==> src/rtl/cla_arb_pkg.sv <==
// cla_arb_pkg: shared types for the round-robin shared-adder arbiter.
// CLA_RR_ARBITER_OVF_EN adds a signed-overflow bit to the response record.
package cla_arb_pkg;
  localparam int DATA_W = 32;
  localparam int ID_W = 3;
  typedef enum logic {OP_ADD = 1'b0, OP_SUB = 1'b1} add_op_t;
  typedef struct packed {
    logic [ID_W-1:0]   id;
    logic [DATA_W-1:0] sum;
`ifdef CLA_RR_ARBITER_OVF_EN
    logic              ovf;
`endif
  } arb_rsp_t;
endpackage

==> src/rtl/cla.sv <==
// cla: 32-bit carry-lookahead adder, 4-bit lookahead groups chained by group generate/propagate.
module cla (
  input  logic [31:0] a,
  input  logic [31:0] b,
  input  logic        cin,
  output logic [31:0] sum
);
  logic [31:0] p, g, c;
  assign p = a ^ b;
  assign g = a & b;
  always_comb begin
    logic bc;
    bc = cin;
    c = '0;
    for (int k = 0; k < 8; k++) begin
      c[4*k]   = bc;
      c[4*k+1] = g[4*k] | (p[4*k] & bc);
      c[4*k+2] = g[4*k+1] | (p[4*k+1] & g[4*k]) | (p[4*k+1] & p[4*k] & bc);
      c[4*k+3] = g[4*k+2] | (p[4*k+2] & g[4*k+1]) | (p[4*k+2] & p[4*k+1] & g[4*k])
               | (p[4*k+2] & p[4*k+1] & p[4*k] & bc);
      bc = g[4*k+3] | (p[4*k+3] & g[4*k+2]) | (p[4*k+3] & p[4*k+2] & g[4*k+1])
         | (p[4*k+3] & p[4*k+2] & p[4*k+1] & g[4*k]) | ((&p[4*k +: 4]) & bc);
    end
  end
  assign sum = p ^ c;
endmodule

==> src/rtl/cla_rr_arbiter_rr_pick.sv <==
// rr_pick: combinational round-robin picker; first set request at or after ptr_i, wrapping.
module rr_pick #(
  parameter  int N  = 4,
  localparam int IW = (N > 1) ? $clog2(N) : 1
) (
  input  logic [N-1:0]  req_i,
  input  logic [IW-1:0] ptr_i,
  output logic [N-1:0]  gnt_o,
  output logic [IW-1:0] idx_o,
  output logic          any_o
);
  always_comb begin
    logic [IW-1:0] j;
    j = '0;
    idx_o = '0;
    any_o = 1'b0;
    // Descending scan so the position nearest ptr_i is the last (winning) write.
    for (int k = N - 1; k >= 0; k--) begin
      j = IW'((int'(ptr_i) + k) % N);
      if (req_i[j]) begin
        idx_o = j;
        any_o = 1'b1;
      end
    end
    gnt_o = '0;
    if (any_o) gnt_o[idx_o] = 1'b1;
  end
endmodule

==> src/rtl/cla_rr_arbiter.sv <==
// cla_rr_arbiter: NREQ requesters share one cla adder via round-robin, one registered response slot.
// CLA_RR_ARBITER_OVF_EN adds the rsp_ovf output (signed overflow of the granted operation).
module cla_rr_arbiter
  import cla_arb_pkg::*;
#(
  parameter  int NREQ = 4,
  localparam int IDW  = $clog2(NREQ)
) (
  input  logic                   clk,
  input  logic                   rst_n,
  input  logic [NREQ-1:0]        req_valid,
  output logic [NREQ-1:0]        req_ready,
  input  logic [NREQ*DATA_W-1:0] req_a,
  input  logic [NREQ*DATA_W-1:0] req_b,
  input  logic [NREQ-1:0]        req_cin,
  input  logic [NREQ-1:0]        req_sub,
  output logic                   rsp_valid,
  input  logic                   rsp_ready,
  output logic [IDW-1:0]         rsp_id,
  output logic [DATA_W-1:0]      rsp_sum
`ifdef CLA_RR_ARBITER_OVF_EN
  ,output logic                  rsp_ovf
`endif
);
  logic [NREQ-1:0]   gnt;
  logic [IDW-1:0]    g, ptr_q, ptr_d;
  logic              any, free, accept, rsp_valid_q, rsp_valid_d, op_cin;
  logic [DATA_W-1:0] op_a, op_b, sum;
  add_op_t           op;
  arb_rsp_t          rsp_q, rsp_d;
  rr_pick #(.N(NREQ)) u_pick (
    .req_i(req_valid),
    .ptr_i(ptr_q),
    .gnt_o(gnt),
    .idx_o(g),
    .any_o(any)
  );
  always_comb begin
    op     = add_op_t'(req_sub[g]);
    op_a   = req_a[g*DATA_W +: DATA_W];
    op_b   = op == OP_SUB ? ~req_b[g*DATA_W +: DATA_W] : req_b[g*DATA_W +: DATA_W];
    op_cin = op == OP_SUB ? 1'b1 : req_cin[g];
  end
  cla u_cla (
    .a(op_a),
    .b(op_b),
    .cin(op_cin),
    .sum(sum)
  );
  assign free      = !rsp_valid_q || rsp_ready;
  assign accept    = rst_n && free && any;
  assign req_ready = accept ? gnt : '0;
  always_comb begin
    rsp_d       = rsp_q;
    rsp_valid_d = rsp_valid_q && !rsp_ready;
    ptr_d       = ptr_q;
    if (accept) begin
      rsp_d.id    = ID_W'(g);
      rsp_d.sum   = sum;
`ifdef CLA_RR_ARBITER_OVF_EN
      rsp_d.ovf   = (op_a[DATA_W-1] == op_b[DATA_W-1]) && (sum[DATA_W-1] != op_a[DATA_W-1]);
`endif
      rsp_valid_d = 1'b1;
      ptr_d       = (int'(g) == NREQ - 1) ? '0 : g + 1'b1;
    end
  end
  always_ff @(posedge clk or negedge rst_n) begin
    if (!rst_n) begin
      rsp_q       <= '0;
      rsp_valid_q <= 1'b0;
      ptr_q       <= '0;
    end else begin
      rsp_q       <= rsp_d;
      rsp_valid_q <= rsp_valid_d;
      ptr_q       <= ptr_d;
    end
  end
  assign rsp_valid = rsp_valid_q;
  assign rsp_id    = IDW'(rsp_q.id);
  assign rsp_sum   = rsp_q.sum;
`ifdef CLA_RR_ARBITER_OVF_EN
  assign rsp_ovf   = rsp_q.ovf;
`endif
endmodule
==> config.mk <==
export PLATFORM = sky130hd
export DESIGN_NAME = cla_rr_arbiter
export DESIGN_NICKNAME = d
export VERILOG_FILES = /design/src/rtl/cla_arb_pkg.sv /design/src/rtl/cla.sv /design/src/rtl/cla_rr_arbiter_rr_pick.sv /design/src/rtl/cla_rr_arbiter.sv
export SDC_FILE = /design/constraint.sdc
export NUM_CORES = 1
export LEC_CHECK = 0
export CELL_PAD_IN_SITES_DETAIL_PLACEMENT = 1
export CELL_PAD_IN_SITES_GLOBAL_PLACEMENT = 2
export CORE_UTILIZATION = 23
export CTS_CLUSTER_DIAMETER = 120
export CTS_CLUSTER_SIZE = 16
export DETAILED_ROUTE_END_ITERATION = 7
export PLACE_DENSITY_LB_ADDON = 0.1
export SYNTH_ARGS = -nofsm -noshare
export SYNTH_HDL_FRONTEND = slang
export SYNTH_HIERARCHICAL = 1
export SYNTH_SLANG_ARGS = --single-unit
export TNS_END_PERCENT = 10
==> constraint.sdc <==
create_clock -name clk -period 7.1 [get_ports clk]
set_input_delay 1.065 -clock clk [delete_from_list [all_inputs] [get_ports clk]]
set_output_delay 1.065 -clock clk [all_outputs]
set_load 0.01 [all_outputs]
## Word-level counts from Yosys, hierarchy flattened

Index checks and enable logic that the tools add are counted.

| word-level totals | value |
|---|---|
| bits of input ports | 271 |
| output and inout bits | 39 |
| word-level logic and storage cells | 253 |
| register bits | 37 |

| cells by class | value |
|---|---|
| equal/unequal tests | 1 |
| reduce and logical (&&, ||, !) cells | 14 |
| order comparisons | 6 |
| add/sub/neg operators | 4 |
| bitwise logic cells | 194 |
| shift operators | 2 |
| mux-type cells | 28 |

Operator list:

| kind | number |
|---|---|
| $shiftx A128 B8 Y32 | 2 |
| $and A1 B1 Y1 | 114 |
| $or A1 B1 Y1 | 76 |
| $xor A32 B32 Y32 | 2 |
| $mux W32 | 1 |
| $not A32 Y32 | 1 |
| $and A31 B31 Y31 | 1 |
| $reduce_and A4 Y1 | 7 |
| $lt A2 B3 Y1 const B | 5 |
| $mux W1 | 13 |
| $bmux W1 S2 | 6 |
| $mux W2 | 5 |
| $mux W4 | 2 |
| $add A2 B1 Y2 const B | 2 |
| $add A2 B2 Y2 const B | 2 |
| $logic_and A1 B1 Y1 | 4 |
| $demux W1 S2 | 1 |
| $eq A2 B1 Y1 const B | 1 |
| $ge A2 B1 Y1 const B | 1 |
| $logic_not A1 Y1 | 2 |
| $logic_or A1 B1 Y1 | 1 |

## Depth between registers and ports, before layout

Gate-level depths: netlist (run 1).

| logic depth | value |
|---|---|
| depth in word-level cells | 31 |
| gate-level depth with buffers | 21 |
| mapped depth without buffers | 17 |

## Cells and area by module

The synthesis (run 1) kept the hierarchy.

Modules (own cells, without submodules):

| module | instances | cells an instance | area an instance (µm²) |
|---|---|---|---|
| cla_rr_arbiter | 1 | 206 | 3323.2 |
| cla | 1 | 171 | 1387.6 |
| rr_pick | 1 | 28 | 176.4 |

## Least setup slack after synthesis (run 1)

No wires, ideal clock.

| path | value |
|---|---|
| path kind | input port to flip-flop |
| start | input req_valid[2] |
| end | register rsp_q (netlist bit rsp_sum[29]) |
| arrival | 5228 ps |
| cell stages on the path | 18 |
| setup time | 125 ps |
| setup slack | 1747 ps |
| path buffers | 2 |
| cells stage by stage | nor2b_2 nor3_1 o22a_1 buf_6 buf_2 mux4_2 xor2_1 ha_1 a21o_1 o21bai_4 a221oi_4 o2bb2ai_2 or3_4 a21o_1 a21o_1 fa_1 xor2_1 mux2_2 |

| between the ends | value |
|---|---|
| elaborated cells between the ends (all ways) | 108 |

RTL lines:

| item | RTL line | source |
|---|---|---|
| start: declaration | cla_rr_arbiter.sv:11 | `input logic [NREQ-1:0] req_valid,` |
| $bmux W1 S2 | cla_rr_arbiter_rr_pick.sv:20 | `if (req_i[j]) begin` |
| $mux W1 (implied by the code) | cla_rr_arbiter_rr_pick.sv:20 |  |
| $mux W2 (3 in series) | cla_rr_arbiter_rr_pick.sv:20 |  |
| $mux W2 * | cla_rr_arbiter_rr_pick.sv:20 |  |
| named net g[0] | cla_rr_arbiter.sv:26 | `logic [IDW-1:0] g, ptr_q, ptr_d;` |
| $shiftx A128 B8 Y32 / $bmux W1 S2 (equally long branches) | cla_rr_arbiter.sv:41, cla_rr_arbiter.sv:39 |  |
| $not A32 Y32 / $mux W1 (equally long branches) | cla_rr_arbiter.sv:41, cla_rr_arbiter.sv:39 |  |
| $mux W32 * | cla_rr_arbiter.sv:41 | `op_b = op == OP_SUB ? ~req_b[g*DATA_W +: DATA_W] : req_b[g*DATA_W +: DATA_W];` |
| named net op_b[15] | cla_rr_arbiter.sv:28 | `logic [DATA_W-1:0] op_a, op_b, sum;` |
| [... 8 more ...] | n/a |  |
| $and A1 B1 Y1 * | cla.sv:22 | `\| (p[4*k+3] & p[4*k+2] & p[4*k+1] & g[4*k]) \| ((&p[4*k +: 4]) & bc);` |
| $or A1 B1 Y1 * | cla.sv:22 |  |
| $and A1 B1 Y1 * | cla.sv:22 |  |
| $or A1 B1 Y1 * | cla.sv:22 |  |
| $and A1 B1 Y1 * | cla.sv:17 | `c[4*k+1] = g[4*k] \| (p[4*k] & bc);` |
| $or A1 B1 Y1 * | cla.sv:17 |  |
| $xor A32 B32 Y32 * | cla.sv:25 | `assign sum = p ^ c;` |
| named net sum[29] | cla_rr_arbiter.sv:28 |  |
| end signal: assignment | cla_rr_arbiter.sv:73 | `rsp_q <= rsp_d;` |
| end: declaration | cla_rr_arbiter.sv:30 | `arb_rsp_t rsp_q, rsp_d;` |

Mark *: on every way through the listed nets, which the timed path passes. The rest lies on a longest branch. The select of a mux whose other input is x is not followed.
A chain may end at the register's enable or synchronous reset.

## Worst setup path in the final report (run 1)

| path | value |
|---|---|
| start | input req_valid[1] |
| end | register rsp_q (netlist bit rsp_sum[29]) |

| between the ends | value |
|---|---|
| elaborated cells between the ends (all ways) | 108 |

RTL lines:

| item | RTL line |
|---|---|
| $bmux W1 S2 | cla_rr_arbiter_rr_pick.sv:20 |
| $mux W1 (implied by the code) | cla_rr_arbiter_rr_pick.sv:20 |
| $mux W2 (3 in series) | cla_rr_arbiter_rr_pick.sv:20 |
| $mux W2 * | cla_rr_arbiter_rr_pick.sv:20 |
| named net g[0] | cla_rr_arbiter.sv:26 |
| $shiftx A128 B8 Y32 / $bmux W1 S2 (equally long branches) | cla_rr_arbiter.sv:41, cla_rr_arbiter.sv:39 |
| $not A32 Y32 / $mux W1 (equally long branches) | cla_rr_arbiter.sv:41, cla_rr_arbiter.sv:39 |
| $mux W32 * | cla_rr_arbiter.sv:41 |
| named net op_b[19] | cla_rr_arbiter.sv:28 |
| [... 6 more ...] | n/a |
| $and A1 B1 Y1 * | cla.sv:22 |
| $or A1 B1 Y1 * | cla.sv:22 |
| $and A1 B1 Y1 * | cla.sv:22 |
| $or A1 B1 Y1 * | cla.sv:22 |
| $and A1 B1 Y1 * | cla.sv:17 |
| $or A1 B1 Y1 * | cla.sv:17 |
| $xor A32 B32 Y32 * | cla.sv:25 |
| named net sum[29] | cla_rr_arbiter.sv:28 |

Marks and branches as above.

==> results of run 1 <==
cell type report:
class | instances | share of cell area
diodes | 1 | 0.000297
clock buffers | 5 | 0.0149
clock inverters | 2 | 0.00416
inverters | 18 | 0.00803
multi-input cells | 326 | 0.446
flip-flops and latches | 37 | 0.110
well taps | 270 | 0.0402
repair buffers | 316 | 0.376
flip-flops by register name, indices dropped and copies added, names as in the netlist:
name	count
ptr_q	2
rsp_id	2
rsp_sum	32
rsp_valid	1
kinds of logic after synthesis:
logic type | synth area share
xor gates and xnor gates | 0.0968
muxes | 0.389
adders and majority gates | 0.115
buffers and inverters | 0.0469
and+or+nand+nor | 0.0701
DFF | 0.189
AOI/OAI and AO/OA | 0.0929
per-stage QoR:
step,std cells,util
floorplan,405,-
global placement,967,0.401
detailed placement,967,0.401
CTS,974,0.409
global route,975,0.409
finish,975,0.409
routing by layer:
metal,routed length [um],vias to the layer above
met1,7360,2268
met4,259,0
met5,0,-
li1,-,2167
met3,1330,12
met2,9920,192
placed cells by master (no fill, tap or decap), drive strengths merged, types with 2 or more instances in the layout:
cell           instances
clkdlybuf4s50        308
mux4                  66
xor2                  43
dfrtp                 37
mux2                  36
ha                    32
nor2                  20
inv                   18
a21oi                 17
o21ai                 16
nand2                 11
xnor2                 11
a21o                   9
fa                     8
buf                    8
clkbuf                 5
nand3                  5
nor3                   5
and2                   4
nand4                  4
nand2b                 4
a21boi                 3
nor2b                  3
a31oi                  2
and3                   2
nor3b                  2
o21a                   2
o21bai                 2
or3                    2
o31a                   2
power by group through the flow:
stage	Sequential [W]	Clock (W)	Combinational, W
2_1_floorplan	0.000440	0	0.00236
6_report	0.000405	0.000261	0.00330
3_5_place_dp	0.000411	0	0.00335
5_1_grt	0.000423	0.000280	0.00370
4_1_cts	0.000408	0.000277	0.00338
3_3_place_gp	0.000406	0	0.00331
worst reg2reg max path: stages (launching register included):
cell and delay, ns:
dfrtp_1 0.50, inv_1 0.16, nor3_1 0.26, o22a_4 0.21, buf_4 0.42, mux4_2 0.61, xor2_1 0.16, ha_1 0.41
nand4_1 0.20, nor3_1 0.07, a22oi_1 0.37, a21oi_1 0.19, or3_4 0.37, a21o_1 0.21, a21o_1 0.19, fa_1 0.38
xor2_1 0.17, mux2_2 0.26
final timing paths:
check                             start     endpoint  depth (start not counted)  slack [ns]
hold / removal              rsp_sum[26]  rsp_sum[26]                          1        0.51
setup / recovery           req_valid[1]  rsp_sum[29]                         18        0.90
setup reg to reg               ptr_q[1]  rsp_sum[29]                         17        1.87
min in group asynchronous         rst_n  rsp_sum[16]                          2        0.85
max in group asynchronous         rst_n    rsp_valid                          2        5.85
hold reg to reg             rsp_sum[26]  rsp_sum[26]                          1        0.51
==> impl_results.html, run 1 <==
<table>
<tr><th>Metric</th><th>Value</th></tr>
<tr><th colspan="2">Status</th></tr>
<tr><td>Outcome</td><td>finished, final reports clean</td></tr>
<tr><th colspan="2">STA</th></tr>
<tr><td>Actual transition at the worst max-transition pin</td><td>0.703 ns</td></tr>
<tr><td>Number of endpoints with negative hold slack in the final report</td><td>0</td></tr>
<tr><td>Clock period minus final worst setup slack</td><td>6.20 ns</td></tr>
<tr><td>Max Transition Viols Final</td><td>0</td></tr>
<tr><td>Post-route clock skew</td><td>0.00404 ns</td></tr>
<tr><td>Minimum hold slack</td><td>0.507 ns</td></tr>
<tr><td>Setup repair after global routing missed its margin</td><td>false</td></tr>
<tr><td>Total negative slack</td><td>0 ns</td></tr>
<tr><td>Highest clock frequency the design can meet</td><td>0.161 GHz</td></tr>
<tr><td>Fin crit share</td><td>0.874</td></tr>
<tr><td>Final setup violating endpoints</td><td>0</td></tr>
<tr><td>Final setup slack of the worst path</td><td>0.895 ns</td></tr>
<tr><td>Tightest slew margin relative to the limit</td><td>0.531</td></tr>
<tr><th colspan="2">Logic synthesis</th></tr>
<tr><td>Mean Syn Cell Area</td><td>12.1 um^2</td></tr>
<tr><td>Biggest area consumer among synthesized cells</td><td>mux4_2</td></tr>
<tr><td>Synth warn</td><td>6</td></tr>
<tr><td>Leading cell types by count after synthesis</td><td>mux4_2 (66), xor2_1 (43), dfrtp_1 (37)</td></tr>
<tr><td>Main synth FF type</td><td>dfrtp_1</td></tr>
<tr><td>Library cell with the highest instance count after synthesis</td><td>mux4_2</td></tr>
<tr><td>Distinct cell type count after synthesis</td><td>56</td></tr>
<tr><td>Asr flop ratio synth</td><td>1.00</td></tr>
<tr><td>Number of enable flip-flop cells after synthesis</td><td>0</td></tr>
<tr><td>Nets in the synthesized netlist</td><td>716</td></tr>
<tr><td>Instance count of the mapped netlist</td><td>405</td></tr>
<tr><td>Area of the mapped netlist</td><td>0.00489 mm^2</td></tr>
<tr><td>Top area cells in the synthesized netlist</td><td>mux4_2 (30%), dfrtp_1 (19%), mux2_2 (8.3%)</td></tr>
<tr><td>Portion of the post-synthesis area used by sequential elements</td><td>0.189</td></tr>
<tr><td>Proportion of netlist area held by the largest area contributor</td><td>0.304</td></tr>
<tr><td>Number of synthesized register bits</td><td>37</td></tr>
<tr><th colspan="2">Detailed routing</th></tr>
<tr><td>Number of DRC violations after detailed-routing iteration 0</td><td>83</td></tr>
<tr><td>Total wire length after detailed routing</td><td>18900 um</td></tr>
<tr><td>DRC violation count after routing</td><td>0</td></tr>
<tr><td>Per-cell via count in the routed design</td><td>4.76</td></tr>
<tr><td>Final ANT Viol Nets</td><td>0</td></tr>
<tr><td>DRT Pass-1 Iters</td><td>4</td></tr>
<tr><td>Routed wirelength normalized by instance count</td><td>19.4 um</td></tr>
<tr><td>Overall via count from detail_route</td><td>4639</td></tr>
<tr><th colspan="2">Clock tree</th></tr>
<tr><td>Number of buffers on the longest clock path</td><td>2</td></tr>
<tr><td>Clock insertion delay at the later pin of the skew report</td><td>0.30 ns</td></tr>
<tr><td>Post-cts resize count</td><td>0</td></tr>
<tr><td>Hold bufs inserted after CTS</td><td>0</td></tr>
<tr><td>Number of H-tree levels</td><td>2</td></tr>
<tr><td>Cell at the root of the clock tree</td><td>clkbuf_16</td></tr>
<tr><td>Register clock-pin slew on the reported worst setup and hold paths</td><td>0.06 ns</td></tr>
<tr><td>Clock tree from TritonCTS</td><td>yes</td></tr>
<tr><td>Clock buffers created by TritonCTS</td><td>5</td></tr>
<tr><td>Post-CTS repair timing setup buffer count</td><td>0</td></tr>
<tr><td>Clock sinks</td><td>37</td></tr>
<tr><th colspan="2">Worst setup path</th></tr>
<tr><td>CP arrival</td><td>6.39 ns</td></tr>
<tr><td>Cell with the largest stage delay on the worst path</td><td>clkdlybuf4s50_1</td></tr>
<tr><td>Critical Path End Type</td><td>flip-flop</td></tr>
<tr><td>Crit path max-delay family</td><td>compound AO/OA/AOI/OAI gates</td></tr>
<tr><td>CP startpoint kind</td><td>primary input</td></tr>
<tr><td>Sum of buffers and inverters on the critical path</td><td>2</td></tr>
<tr><td>Critical Path Fanout Max</td><td>25</td></tr>
<tr><td>Critical path type</td><td>in -&gt; reg</td></tr>
<tr><td>Required time at the endpoint of the critical path</td><td>7.28 ns</td></tr>
<tr><td>Cells along the critical path</td><td>clkdlybuf4s50_1, nand2b_1, nor3b_1, o22a_4, buf_4, mux4_2, xor2_1, ha_1, nand4_1, nor3_1, a22oi_1, a21oi_1, or3_4, a21o_1, a21o_1, fa_1, xor2_1, mux2_2</td></tr>
<tr><td>CP peak stage delay</td><td>0.64 ns</td></tr>
<tr><th colspan="2">Global route</th></tr>
<tr><td>Peak-usage layer in the global routing report</td><td>met2</td></tr>
<tr><td>Met3 layer usage reported by global route</td><td>0.0435</td></tr>
<tr><td>Number of antenna violations at the first check in global routing</td><td>1</td></tr>
<tr><td>Global-route total usage across every layer</td><td>0.177</td></tr>
<tr><td>GR Layer Usage met2</td><td>0.331</td></tr>
<tr><td>Wire length of the first global-routing pass</td><td>29200 um</td></tr>
<tr><td>Via count of the first global-routing pass</td><td>5242</td></tr>
<tr><td>Met1 track utilization from global routing</td><td>0.200</td></tr>
<tr><td>Sum of overflow across all layers after global routing</td><td>0</td></tr>
<tr><td>Maximum number of pins on one net before global-route repair</td><td>68</td></tr>
<tr><th colspan="2">Placement</th></tr>
<tr><td>Quantity of I/O buffers inserted on ports</td><td>309</td></tr>
<tr><td>Weighted congestion at the end of routability-driven global placement</td><td>0.762</td></tr>
<tr><td>Post-detailed-placement half-perimeter wirelength</td><td>15800 um</td></tr>
<tr><td>Pre-CTS setup slack</td><td>0.550 ns</td></tr>
<tr><td>Placed Area</td><td>0.00825 mm^2</td></tr>
<tr><th colspan="2">Power</th></tr>
<tr><td>Combinational cell fraction of total power</td><td>0.832</td></tr>
<tr><td>Cell-internal power</td><td>0.00220 W</td></tr>
<tr><td>Power share of the clock group</td><td>0.066</td></tr>
<tr><td>Sequential share of power</td><td>0.102</td></tr>
<tr><td>Maximum vdd ir drop</td><td>0.195 mV</td></tr>
<tr><td>Leakage component of the power</td><td>3.24 nW</td></tr>
<tr><td>Total power of the final layout</td><td>0.00397 W</td></tr>
<tr><td>Power spent charging and discharging nets</td><td>0.00177 W</td></tr>
<tr><td>Power per standard cell area</td><td>471 mW/mm^2</td></tr>
<tr><td>Switching power as a share of total power</td><td>0.446</td></tr>
<tr><th colspan="2">Cells and area</th></tr>
<tr><td>Area occupied by multi-input gates</td><td>0.00375 mm^2</td></tr>
<tr><td>Final Net Count</td><td>1015</td></tr>
<tr><td>Sequential Area</td><td>926 um^2</td></tr>
<tr><td>Post-route cell area</td><td>0.00841 mm^2</td></tr>
<tr><td>Share of final-layout standard cells stronger than drive strength 1</td><td>0.183</td></tr>
<tr><td>Fill cell total of the finished layout</td><td>2229</td></tr>
<tr><td>Area grow syn2layout</td><td>72.1%</td></tr>
<tr><th colspan="2">Floorplanning</th></tr>
<tr><td>Die area</td><td>0.0218 mm^2</td></tr>
<tr><td>IO Pins</td><td>310</td></tr>
<tr><td>Placement row count</td><td>52</td></tr>
<tr><td>Std-Cell Core Area</td><td>0.0206 mm^2</td></tr>
<tr><td>Height of the chip</td><td>148 um</td></tr>
<tr><td>Die X</td><td>148 um</td></tr>
<tr><td>Initial core utilization</td><td>0.238</td></tr>
<tr><th colspan="2">Min path</th></tr>
<tr><td>Class of the most critical hold timing path</td><td>reg -&gt; reg</td></tr>
<tr><th colspan="2">Job</th></tr>
<tr><td>Number of maximum-capacitance constraint violations</td><td>0</td></tr>
</table>
Note: power is estimated with default switching activity, not from simulation.
==> inputs of run 2 (changes only) <==
Settings changed: ABC_CLOCK_PERIOD_IN_PS set to 7100, CELL_PAD_IN_SITES_DETAIL_PLACEMENT 1 to 0, CELL_PAD_IN_SITES_GLOBAL_PLACEMENT 2 to 1, CORE_UTILIZATION 23 to 30.
==> run 2 against run 1 <==
Against the previous run: sequential share of layout area up 0.077 points; via count decreased by 1.0%; wire length decreased by 12%; critical path depth up 1; sequential cell count unchanged; die area is 23% lower; core utilization rose by 12 points; non-clock buffer count grew 1; sequential power about the same; count of clock-buffer cells in the layout up 1; design area shrank 0.70%; critical path type unchanged; critical endpoint unchanged.
==> impl_results.html, run 2 (synthesis gave the netlist of run 1 again) <==
<table>
<tr><th>Metric</th><th>Value</th></tr>
<tr><th colspan="2">Cells and area</th></tr>
<tr><td>Share of final-layout standard cells stronger than drive strength 1</td><td>0.186</td></tr>
<tr><td>Most frequent cells in the layout</td><td>clkdlybuf4s50_1 (308), mux4_2 (66), xor2_1 (43), dfrtp_1 (37), mux2_2 (36)</td></tr>
<tr><td>Number of flip-flops in the largest register</td><td>32</td></tr>
<tr><td>Number of diodes</td><td>0</td></tr>
<tr><td>Most common cell after layout, fill and taps aside</td><td>clkdlybuf4s50_1</td></tr>
<tr><td>Area grow syn2layout</td><td>70.9%</td></tr>
<tr><td>Final Net Count</td><td>1016</td></tr>
<tr><td>Fill cell total of the finished layout</td><td>1412</td></tr>
<tr><td>Post-route cell area</td><td>0.00835 mm^2</td></tr>
<tr><td>Fin util</td><td>0.526</td></tr>
<tr><th colspan="2">STA</th></tr>
<tr><td>Minimum hold slack</td><td>0.506 ns</td></tr>
<tr><td>Tightest slew margin relative to the limit</td><td>0.455</td></tr>
<tr><td>Post-route clock skew</td><td>0.00678 ns</td></tr>
<tr><td>Clock period minus final worst setup slack</td><td>6.20 ns</td></tr>
<tr><td>Max Transition Viols Final</td><td>0</td></tr>
<tr><td>Total negative slack</td><td>0 ns</td></tr>
<tr><td>Number of endpoints with negative hold slack in the final report</td><td>0</td></tr>
<tr><td>Setup repair after global routing missed its margin</td><td>false</td></tr>
<tr><td>Fin crit share</td><td>0.873</td></tr>
<tr><td>Actual transition at the worst max-transition pin</td><td>0.817 ns</td></tr>
<tr><td>Highest clock frequency the design can meet</td><td>0.161 GHz</td></tr>
<tr><td>Final setup violating endpoints</td><td>0</td></tr>
<tr><th colspan="2">Detailed routing</th></tr>
<tr><td>Routed wirelength normalized by instance count</td><td>18.0 um</td></tr>
<tr><td>Number of DRC violations after detailed-routing iteration 0</td><td>133</td></tr>
<tr><td>Per-cell via count in the routed design</td><td>4.98</td></tr>
<tr><td>Total wire length after detailed routing</td><td>16600 um</td></tr>
<tr><td>DRC violation count after routing</td><td>0</td></tr>
<tr><td>Overall via count from detail_route</td><td>4592</td></tr>
<tr><td>Final ANT Viol Nets</td><td>0</td></tr>
<tr><td>DRT Pass-1 Iters</td><td>4</td></tr>
<tr><th colspan="2">Placement</th></tr>
<tr><td>Placed Area</td><td>0.00818 mm^2</td></tr>
<tr><td>Quantity of I/O buffers inserted on ports</td><td>309</td></tr>
<tr><td>Weighted congestion at the end of routability-driven global placement</td><td>0.763</td></tr>
<tr><td>Post-detailed-placement half-perimeter wirelength</td><td>14000 um</td></tr>
<tr><th colspan="2">Clock tree</th></tr>
<tr><td>Clock insertion delay at the later pin of the skew report</td><td>0.28 ns</td></tr>
<tr><td>Clock buffers created by TritonCTS</td><td>5</td></tr>
<tr><td>Register clock-pin slew on the reported worst setup and hold paths</td><td>0.06 ns</td></tr>
<tr><td>Post-cts resize count</td><td>0</td></tr>
<tr><td>Post-CTS repair timing setup buffer count</td><td>0</td></tr>
<tr><td>Number of buffers on the longest clock path</td><td>2</td></tr>
<tr><td>Clock tree from TritonCTS</td><td>yes</td></tr>
<tr><td>Number of H-tree levels</td><td>2</td></tr>
<tr><td>Cell at the root of the clock tree</td><td>clkbuf_16</td></tr>
<tr><td>Hold bufs inserted after CTS</td><td>0</td></tr>
<tr><td>Clock sinks</td><td>37</td></tr>
<tr><th colspan="2">Floorplanning</th></tr>
<tr><td>Placement row count</td><td>46</td></tr>
<tr><td>IO Pins</td><td>310</td></tr>
<tr><td>Std-Cell Core Area</td><td>0.0159 mm^2</td></tr>
<tr><td>Height of the chip</td><td>130 um</td></tr>
<tr><td>Die X</td><td>130 um</td></tr>
<tr><td>Die area</td><td>0.0168 mm^2</td></tr>
<tr><td>Initial core utilization</td><td>0.308</td></tr>
<tr><th colspan="2">Power</th></tr>
<tr><td>Total power of the final layout</td><td>0.00391 W</td></tr>
<tr><td>Leakage component of the power</td><td>3.24 nW</td></tr>
<tr><td>Power per standard cell area</td><td>468 mW/mm^2</td></tr>
<tr><td>Maximum vdd ir drop</td><td>0.243 mV</td></tr>
<tr><th colspan="2">Global route</th></tr>
<tr><td>Sum of overflow across all layers after global routing</td><td>0</td></tr>
<tr><td>Wire length of the first global-routing pass</td><td>25100 um</td></tr>
<tr><td>Number of antenna violations at the first check in global routing</td><td>0</td></tr>
<tr><td>Maximum number of pins on one net before global-route repair</td><td>39</td></tr>
<tr><td>Global-route total usage across every layer</td><td>0.197</td></tr>
<tr><td>Via count of the first global-routing pass</td><td>4988</td></tr>
<tr><th colspan="2">Worst setup path</th></tr>
<tr><td>Critical Path Fanout Max</td><td>38</td></tr>
<tr><td>CP peak stage delay</td><td>0.55 ns</td></tr>
<tr><td>Cell with the largest stage delay on the worst path</td><td>clkdlybuf4s50_1</td></tr>
<tr><td>Critical path type</td><td>in -&gt; reg</td></tr>
<tr><td>Critical Path End Type</td><td>flip-flop</td></tr>
<tr><td>CP arrival</td><td>6.37 ns</td></tr>
<tr><td>CP startpoint kind</td><td>primary input</td></tr>
<tr><td>Cells along the critical path</td><td>clkdlybuf4s50_1, nor2b_4, o21ai_0, o31a_2, buf_4, buf_4, mux4_2, xor2_1, ha_1, nand4_1, inv_1, a221oi_4, o2bb2ai_2, or3_4, a21o_1, a21o_1, fa_1, xor2_1, mux2_2</td></tr>
<tr><td>Required time at the endpoint of the critical path</td><td>7.27 ns</td></tr>
<tr><th colspan="2">Status</th></tr>
<tr><td>Outcome</td><td>finished, final reports clean</td></tr>
<tr><th colspan="2">Min path</th></tr>
<tr><td>Class of the most critical hold timing path</td><td>reg -&gt; reg</td></tr>
<tr><th colspan="2">Job</th></tr>
<tr><td>Number of maximum-capacitance constraint violations</td><td>0</td></tr>
</table>
==> run 2: cell types whose count changed in the layout (fill, tap and decap cells not counted), sizes merged <==
cell / delta
buf: +1
clkbuf: +1
clkinv: -1
clkinvlp: +1
diode: -1
==> run 2: where the power goes <==
part	total (W)	internal, W	switching (W)
Combinational	0.00324	0.00168	0.00155
Sequential	0.000405	0.000335	0.0000706
Clock	0.000267	0.000175	0.0000921
Total	0.00391	0.00219	0.00171
==> run 2: through the flow <==
step | cells | worst slack, ns
after global routing | 922 | 0.643
after detailed placement | 914 | 0.606
final | 922 | 0.901
after global placement | 914 | 0.716
after CTS | 922 | 0.925
after floorplan | 405 | 1.75
==> run 2: worst paths after layout <==
kind	from	end	slack [ns]	cells after the start
setup / recovery	req_valid[0]	rsp_sum[29]	0.90	19
max in group asynchronous	rst_n	rsp_sum[3]	5.89	2
hold / removal	rsp_sum[21]	rsp_sum[21]	0.51	1
setup reg to reg	ptr_q[1]	rsp_sum[29]	1.80	18
hold reg to reg	rsp_sum[21]	rsp_sum[21]	0.51	1
min in group asynchronous	rst_n	rsp_sum[17]	0.85	2
==> run 2: critical path, delay by kind of cell <==
family / cells / cell delay (ns)
compound gates: 6 / 1.17
xor+xnor: 2 / 0.32
buf+inv: 4 / 1.55
mux: 2 / 0.65
fa+ha+maj: 2 / 0.78
simple gates: 3 / 0.78
==> run 2: metal layers <==
metal  GRT usage  vias up  share of wire
li1            -     2163              -
met1       0.218     2220           0.39
met2       0.382      193           0.53
met3      0.0376       16          0.069
met4      0.0479        0          0.016
met5           0        -              0
==> run 2: final cells by class <==
type                            instances  area [um^2]  share of cell area
Multi-Input combinational cell        326         3750               0.449
Timing Repair Buffer                  317         3160               0.378
Sequential cell                        37          926               0.111
Tap cell                              216          270              0.0323
Clock buffer                            6          139              0.0166
Inverter                               18         67.6             0.00809
Clock inverter                          2         37.5             0.00449
